<file path="src/rtl/spi_target_pkg.sv">
`default_nettype none
// ============================================================================
//  Module      : spi_target_pkg
//  Description : Shared definitions for the SPI target: default frame width,
//                default idle word and the FSM state encoding.
//  Revision    : 1.0  initial release
// ============================================================================
package spi_target_pkg;

  localparam int SPI_WIDTH = 8;
  localparam logic [SPI_WIDTH-1:0] SPI_IDLE_WORD = 8'hFF;

  typedef enum logic [0:0] {
    ST_IDLE  = 1'b0,
    ST_SHIFT = 1'b1
  } spi_state_e;

endpackage
`default_nettype wire

</file>
<file path="src/rtl/spi_sync_edge.sv">
`default_nettype none
// ============================================================================
//  Module      : spi_sync_edge
//  Description : Multi-flop synchronizer for one asynchronous input, plus
//                single-cycle rise/fall pulses derived from the synchronized
//                level.
//  Ports       : clk, rst_n   system clock, async active-low reset
//                din          asynchronous input
//                dout         synchronized level
//                rise, fall   one-clk pulses on a synchronized 0->1 / 1->0
//  Revision    : 1.0  initial release
// ============================================================================
module spi_sync_edge #(
  parameter int   SYNC_STAGES = 2,
  parameter logic RST_VAL     = 1'b0
) (
  input  logic clk,
  input  logic rst_n,
  input  logic din,
  output logic dout,
  output logic rise,
  output logic fall
);

  logic [SYNC_STAGES-1:0] r_sync;
  logic                   r_prev;

  always_ff @(posedge clk or negedge rst_n) begin
    if (!rst_n) begin
      r_sync <= {SYNC_STAGES{RST_VAL}};
      r_prev <= RST_VAL;
    end else begin
      r_sync <= {r_sync[SYNC_STAGES-2:0], din};
      r_prev <= r_sync[SYNC_STAGES-1];
    end
  end

  assign dout = r_sync[SYNC_STAGES-1];
  assign rise = r_sync[SYNC_STAGES-1] & ~r_prev;
  assign fall = ~r_sync[SYNC_STAGES-1] & r_prev;

endmodule
`default_nettype wire

</file>
<file path="src/rtl/spi_target.sv">
`default_nettype none
// ============================================================================
//  Module      : spi_target
//  Description : SPI mode-0 target, MSB first, full duplex. All SPI pins are
//                oversampled in the clk domain. Host side has a one-entry TX
//                buffer and a one-entry RX holding register.
//  Ports       : clk, rst_n          system clock, async active-low reset
//                sclk, mosi, ssn     SPI pins from the controller
//                miso, miso_oe       SPI data out and its output enable
//                tx_data, tx_load    host write into the TX buffer
//                tx_ready            TX buffer empty
//                rx_data, rx_valid   last received frame and its valid flag
//                rx_ack              host read acknowledge
//                overrun             sticky: frame completed over unread data
//                busy                frame in progress
//  Revision    : 1.0  initial release
// ============================================================================
module spi_target
  import spi_target_pkg::*;
#(
  parameter int               WIDTH       = SPI_WIDTH,
  parameter int               SYNC_STAGES = 2,
  parameter logic [WIDTH-1:0] IDLE_WORD   = SPI_IDLE_WORD
) (
  input  logic             clk,
  input  logic             rst_n,
  input  logic             sclk,
  input  logic             mosi,
  input  logic             ssn,
  output logic             miso,
  output logic             miso_oe,
  input  logic [WIDTH-1:0] tx_data,
  input  logic             tx_load,
  output logic             tx_ready,
  output logic [WIDTH-1:0] rx_data,
  output logic             rx_valid,
  input  logic             rx_ack,
  output logic             overrun,
  output logic             busy
);

  localparam int               CNT_W      = $clog2(WIDTH + 1);
  localparam logic [CNT_W-1:0] C_CNT_LAST = CNT_W'(WIDTH);
  localparam logic [CNT_W-1:0] C_CNT_PEN  = CNT_W'(WIDTH - 1);

  // Synchronized pins and edge pulses
  logic w_unused_sclk_lvl;
  logic w_sclk_rise, w_sclk_fall;
  logic w_ssn_s, w_ssn_rise, w_ssn_fall;
  logic w_mosi_s;
  logic [SYNC_STAGES-1:0] r_mosi_sync;

  spi_sync_edge #(
    .SYNC_STAGES (SYNC_STAGES),
    .RST_VAL     (1'b0)
  ) u_sync_sclk (
    .clk   (clk),
    .rst_n (rst_n),
    .din   (sclk),
    .dout  (w_unused_sclk_lvl),
    .rise  (w_sclk_rise),
    .fall  (w_sclk_fall)
  );

  // ssn idles high, so its synchronizer resets to 1 to avoid a false select.
  spi_sync_edge #(
    .SYNC_STAGES (SYNC_STAGES),
    .RST_VAL     (1'b1)
  ) u_sync_ssn (
    .clk   (clk),
    .rst_n (rst_n),
    .din   (ssn),
    .dout  (w_ssn_s),
    .rise  (w_ssn_rise),
    .fall  (w_ssn_fall)
  );

  // mosi goes through the same depth so it stays aligned with the sclk pulses.
  always_ff @(posedge clk or negedge rst_n) begin
    if (!rst_n) r_mosi_sync <= '0;
    else        r_mosi_sync <= {r_mosi_sync[SYNC_STAGES-2:0], mosi};
  end
  assign w_mosi_s = r_mosi_sync[SYNC_STAGES-1];

  // State and datapath registers
  spi_state_e       r_state, w_state_nxt;
  logic [WIDTH-1:0] r_shreg, r_rxsh, r_tx_buf, r_rx_data;
  logic [CNT_W-1:0] r_bit_cnt;
  logic             r_tx_full, r_rx_valid, r_overrun, r_miso;

  logic w_active, w_capture, w_done, w_shift, w_reload, w_tx_accept;

  always_ff @(posedge clk or negedge rst_n) begin
    if (!rst_n) r_state <= ST_IDLE;
    else        r_state <= w_state_nxt;
  end

  // Deselect wins over any sclk edge seen in the same cycle.
  always_comb begin
    w_state_nxt = r_state;
    w_active    = 1'b0;
    w_capture   = 1'b0;
    w_done      = 1'b0;
    w_shift     = 1'b0;
    w_reload    = 1'b0;
    case (r_state)
      ST_IDLE: begin
        if (w_ssn_fall) begin
          w_state_nxt = ST_SHIFT;
          w_reload    = 1'b1;
        end
      end
      ST_SHIFT: begin
        if (w_ssn_rise) begin
          w_state_nxt = ST_IDLE;
        end else begin
          w_active  = 1'b1;
          w_capture = w_sclk_rise && (r_bit_cnt != C_CNT_LAST);
          w_done    = w_capture && (r_bit_cnt == C_CNT_PEN);
          w_shift   = w_sclk_fall && (r_bit_cnt != C_CNT_LAST);
          // Falling edge after the last bit primes the next back-to-back frame.
          w_reload  = w_sclk_fall && (r_bit_cnt == C_CNT_LAST);
        end
      end
      default: w_state_nxt = ST_IDLE;
    endcase
  end

  // A load coinciding with a reload is accepted: the reload reads the old word.
  assign w_tx_accept = tx_load && (!r_tx_full || w_reload);

  always_ff @(posedge clk or negedge rst_n) begin
    if (!rst_n) begin
      r_shreg    <= '0;
      r_rxsh     <= '0;
      r_bit_cnt  <= '0;
      r_tx_buf   <= '0;
      r_tx_full  <= 1'b0;
      r_rx_data  <= '0;
      r_rx_valid <= 1'b0;
      r_overrun  <= 1'b0;
      r_miso     <= 1'b0;
    end else begin
      if (w_reload) begin
        r_shreg   <= r_tx_full ? r_tx_buf : IDLE_WORD;
        r_bit_cnt <= '0;
      end else if (w_shift) begin
        r_shreg   <= {r_shreg[WIDTH-2:0], 1'b0};
      end

      if (w_capture) begin
        r_rxsh    <= {r_rxsh[WIDTH-2:0], w_mosi_s};
        r_bit_cnt <= r_bit_cnt + CNT_W'(1);
      end

      if (w_tx_accept) begin
        r_tx_buf  <= tx_data;
        r_tx_full <= 1'b1;
      end else if (w_reload) begin
        r_tx_full <= 1'b0;
      end

      if (w_done) begin
        r_rx_data  <= {r_rxsh[WIDTH-2:0], w_mosi_s};
        r_rx_valid <= 1'b1;
        if (rx_ack)          r_overrun <= 1'b0;
        else if (r_rx_valid) r_overrun <= 1'b1;
      end else if (rx_ack) begin
        r_rx_valid <= 1'b0;
        r_overrun  <= 1'b0;
      end

      r_miso <= (r_state == ST_SHIFT) ? r_shreg[WIDTH-1] : 1'b0;
    end
  end

  assign miso     = r_miso;
  assign miso_oe  = ~w_ssn_s;
  assign tx_ready = ~r_tx_full;
  assign rx_data  = r_rx_data;
  assign rx_valid = r_rx_valid;
  assign overrun  = r_overrun;
  assign busy     = (r_state == ST_SHIFT);

endmodule
`default_nettype wire

</file>
<file path="config.mk">
export PLATFORM = sky130hd
export DESIGN_NAME = spi_target
export DESIGN_NICKNAME = d
export VERILOG_FILES = /design/src/rtl/spi_target_pkg.sv /design/src/rtl/spi_sync_edge.sv /design/src/rtl/spi_target.sv
export SDC_FILE = /design/constraint.sdc
export NUM_CORES = 1
export LEC_CHECK = 0
export BUFFER_PORTS_ARGS = -buffer_cell sky130_fd_sc_hd__buf_2
export CORE_MARGIN = 1.5
export CORE_UTILIZATION = 50
export CTS_BUF_LIST = sky130_fd_sc_hd__clkbuf_8 sky130_fd_sc_hd__clkbuf_16
export CTS_CLUSTER_SIZE = 8
export DETAILED_ROUTE_END_ITERATION = 8
export PLACE_DENSITY_LB_ADDON = 0.1
export SLEW_MARGIN = 20
export SYNTH_ARGS = -nofsm -noshare
export SYNTH_HDL_FRONTEND = slang
export SYNTH_SLANG_ARGS = --single-unit
</file>
<file path="constraint.sdc">
create_clock -name clk -period 2.6 [get_ports clk]
set_clock_uncertainty 0.2 [all_clocks]
set_input_delay 0.52 -clock clk [delete_from_list [all_inputs] [get_ports clk]]
set_output_delay 0.52 -clock clk [all_outputs]
set_load 0.02 [all_outputs]
</file>
; Word-level counts from Yosys, hierarchy flattened
; Cells that the tools add are included.
[op_classes]
reduce_logical = 13
eq_ne = 3
n_bitwise = 10
add_sub_neg = 1
mux = 24
[op_table]
columns = cell, n
row1 = 8-bit 2-to-1 mux, 3
row2 = 1-bit 2-to-1 mux, 17
row3 = 2-bit nonzero test, 5
row4 = 4-bit 2-to-1 mux, 2
row5 = 1-bit NOT, 6
row6 = 1-bit logical AND, 5
row7 = 4-bit by 1-bit adder with 4-bit output (second input constant), 1
row8 = 1-bit AND, 4
row9 = 4-bit by 3-bit equality test with 1-bit output (second input constant), 1
row10 = 4-bit equality test (second input constant), 1
row11 = 4-bit inequality test (second input constant), 1
row12 = 1-bit one-hot mux with 2 select lines, 2
row13 = 2-bit AND reduction, 1
row14 = 1-bit logical NOT, 1
row15 = 1-bit logical OR, 1
[totals]
reg_bits = 48

; Depth between registers and ports, before layout
[logic_depth]
ltp_word = 8
depth_mapped = 7
mapped_depth_nobuf = 6

; Hierarchy
; Synthesis repeated with hierarchy kept, for this count alone.
[hier_totals]
hier_cells = 159
hier_area_um2 = 2021.9
[modules_own_cells]
columns = module, area_per_inst_um2, seq_area_each_um2, instances, cells_each
row1 = spi_target, 1838.0, 1051.0, 1, 149
row2 = spi_sync_edge (u_sync_ssn), 93.8, 78.8, 1, 5
row3 = spi_sync_edge (u_sync_sclk), 90.1, 75.1, 1, 5

; Worst setup path before layout
; Ideal clock, no wire load.
[synth_path]
path_type = reg2reg
start = register r_state (netlist: busy)
end = register r_rx_data[0] (netlist: rx_data[0])
setup_time_ns = 0.125
synth_period_minus_slack_ns = 2.272
n_path_buf = 1
required_ns = 2.275
path_slack_ns = 0.328
path_stages_with_launch = 6
arrival_time_ns = 1.946
cell_sequence = dfrtp_1 nand2_1 or4b_4 or3b_1 buf_6 mux2_4
[synth_via]
elab_chain_cells = 1
[synth_lines]
columns = element, line_no
row1 = start: declaration, spi_target.sv:86  ; spi_state_e r_state, w_state_nxt;
row2 = start signal: assignment, spi_target.sv:95  ; else r_state <= w_state_nxt;
row3 = 1-bit 2-to-1 mux, spi_target.sv:106  ; case (r_state)
row4 = end signal: assignment, spi_target.sv:164  ; r_rx_data <= {r_rxsh[WIDTH-2:0], w_mosi_s};
row5 = end: declaration, spi_target.sv:87  ; logic [WIDTH-1:0] r_shreg, r_rxsh, r_tx_buf, r_rx_data;
; Every way passes these cells.
; A chain may end at the register's enable or synchronous reset.

; Final worst setup path
[layout_path]
start = register u_sync_ssn.r_prev
end = register r_rx_data[0] (netlist: rx_data[0])
[layout_via]
elab_chain_cells = 4
[layout_lines]
columns = element, line_no
row1 = start: declaration, spi_sync_edge.sv:26  ; logic r_prev;
row2 = start signal: assignment, spi_sync_edge.sv:34  ; r_prev <= r_sync[SYNC_STAGES-1];
row3 = 1-bit NOT, spi_sync_edge.sv:39  ; assign rise = r_sync[SYNC_STAGES-1] & ~r_prev;
row4 = 1-bit AND, spi_sync_edge.sv:39
row5 = 1-bit 2-to-1 mux, spi_target.sv:114  ; if (w_ssn_rise) begin
row6 = 1-bit 2-to-1 mux, spi_target.sv:106
; Every way passes these cells.

==> qor.csv <==
metric,value,unit
status,finished clean,
cts_tree,done,
antenna_left,0,
wl_met1,1.66,mm
setup_tns,0,ns
met3_length,157,um
die_h,67.2,um
area_growth,15.8,%
diodes,0,
post-route-drc-count,0,
tightest_slew,0.824,ns
dieArea,4520,um2
max_stage_delay,0.62,ns
post_cts_buffers,0,
relSlewSlack,45.1,%
ys_warn_count,0,
gp_congestion,0.821,
rows,23,
clockRootBuffer,clkbuf_8,
power.leakage,1.14,nW
powerDensity,793,nW/um2
grt_first_pass_wirelength,6.33,mm
yosys.area.top_type_share,54.6,%
synth-compound-area-share,10.1,%
setup-violations-final,0,
hpwl,2.69,mm
wirelength,3.67,mm
synth_area,2060,um2
synthAdderAreaFrac,1.70,%
synth_top_family_by_area,simple AND/OR/NAND/NOR gates,
grt_max_degree,39,
worstSkewPairLatency,0.30,ns
path_max_fanout,10,
antenna_found_initial,0,
dr_wl_met2,1.80,mm
dieWidth,67.2,um
crit_type,flip-flop to flip-flop,
ys_seq_elements,48,
grt.overflow.total,0,
ys_top_cells_by_count,"45 x dfrtp_1, 19 x nand3_1, 13 x nand2_1, 9 x nor2_1, 9 x o21ai_0",
min_path_type,input port to asynchronous set/reset pin,
yosysMostFrequentCell,dfrtp_1,
drv_slew,0,
cts_buffers,5,
cp-endpoint,rx_data[0]$_DFFE_PN0P_,
period_share,94.8,%
ys_top_cells_by_area,"dfrtp_1 55%, mux2_4 5.8%, nand3_1 4.6%",
fill_cells,336,
synth-edff-count,0,
r2r_cells,4,
slowest_stage,or3b_1,
reg2reg_to,rx_data[0]$_DFFE_PN0P_,
crit_path_start_kind,flip-flop,
coreArea,3970,um2
synth_xor_area_share,0,%
drt_iter0_drc,76,
routedWlPerCell,14.1,um
async_reset_ff_share,100,%
synth.avg_cell_area,11.6,um2
clock-sinks,48,
clk_pin_slew_worst_paths,0.09,ns
startpoint,u_sync_ssn.r_prev$_DFF_PN1_,
synth_cells,177,
fin_nets,226,
synth_cell_types,38,
vias,1445,
initial_core_util,51.9,%
required,2.59,ns
num_io_pins,29,
ys.flop_type,dfrtp_1,
grt_usage,18.6,%
htreeDepth,2,
crit_path_cell_trace,nor2b_1 > or4b_4 > or3b_1 > mux2_4,
r2r_setup_slack,0.14,ns
yosys.area_share.simple,16.4,%
ys_seq_area_share,58.4,%
viasPerCell,5.56,
vdd_ir_drop_max,343,uV
hold_buffers,0,
hold-worst-slack,0.106,ns
synth_nets,194,
synth_mux_area_share,10.2,%
cap_violations,0,
drive_gt1_share,31.4,%
critical_path_arrival,2.46,ns
highest_layer,met4,
power.total,1.89,mW
yosysTopAreaCell,dfrtp_1,
grt_pass1_vias,1460,
cts_resized,0,
critPathCaptureType,flip-flop,
period_needed,2.46,ns
hold_viol,0,
numPortBuffers,28,
rsz0062_at_grt,false,
firstDrtPassIters,4,
fmax,0.406,GHz
worstReg2RegStart,u_sync_ssn.r_prev$_DFF_PN1_,
clock_path_buffers,2,
==> metrics by stage <==
step                      cell area [um2]  setup slack (ns)  utilization [%]  cells
after floorplan                      2060             0.328                -    177
after global placement               2280             0.169             57.3    252
after detailed placement             2280             0.132             57.3    252
after CTS                            2390             0.120             60.1    260
after global routing                 2390            0.0559             60.1    260
final                                2390             0.135             60.1    260
==> area by class of cell <==
type	instances	area, um2	area share [%]
multi-input combinational	114	797	33.4
timing repair buffer	35	193	8.07
clock inverter	3	42.5	1.78
inverter	5	18.8	0.786
sequential	48	1200	50.5
clock buffer	5	68.8	2.88
tap	50	62.6	2.62
==> flip-flops by register name, summed over array words and instances, names as in the netlist, 2 cells and up <==
register / count
r_rxsh: 7
r_shreg: 8
rx_data: 8
u_sync_sclk.r_sync: 2
r_bit_cnt: 4
u_sync_ssn.r_sync: 2
r_mosi_sync: 2
r_tx_buf: 8
==> cell families (layout without fill, tap and decap cells) <==
kind of cell / count (synthesis) / after routing
buf+inv: 15 / 48
simple gates: 63 / 63
flops: 48 / 48
fa+ha+maj: 3 / 3
mux: 16 / 16
compound gates: 32 / 32
==> layout by cell type (no fill, tap or decap), drive strengths merged, types with 3 or more instances in the layout <==
cell	instances
o211ai	8
inv	4
nand2	13
nand4	8
dfstp	3
dfrtp	45
mux2	16
nor2	9
o21ai	9
clkbuf	5
buf	35
nand3	19
a31oi	7
==> critical path: cells and delay by family (launching register included) <==
kind	cells	cell delay, ns
muxes	1	0.38
and+or+nand+nor	3	1.22
DFF	1	0.56
==> report_power, final <==
| part | total, mW | internal [mW] | switching [mW] |
|---|---|---|---|
| registers | 1.02 | 0.916 | 0.106 |
| clock network | 0.530 | 0.284 | 0.245 |
| logic | 0.341 | 0.174 | 0.167 |
| total | 1.89 | 1.37 | 0.518 |
==> layer usage <==
layer | vias up | global-route usage [%]
met3 | 5 | 4.50
met5 | - | 0
li1 | 705 | -
met4 | 0 | 6.89
met1 | 702 | 22.3
met2 | 33 | 32.4
==> worst min path at each step <==
stage	cells past startpoint	end	slack (ns)	startpoint
after floorplan	0	busy$_DFF_PN0_	0.02	rst_n
after global placement	0	r_mosi_sync[1]$_DFF_PN0_	0.13	r_mosi_sync[0]$_DFF_PN0_
after detailed placement	0	u_sync_sclk.r_sync[1]$_DFF_PN0_	0.14	u_sync_sclk.r_sync[0]$_DFF_PN0_
after CTS	1	u_sync_ssn.r_sync[0]$_DFF_PN1_	0.10	ssn
after global routing	1	u_sync_ssn.r_sync[0]$_DFF_PN1_	0.1	ssn
final	1	overrun$_DFFE_PN0P_	0.11	rst_n
(Power assumes the default switching activity.)
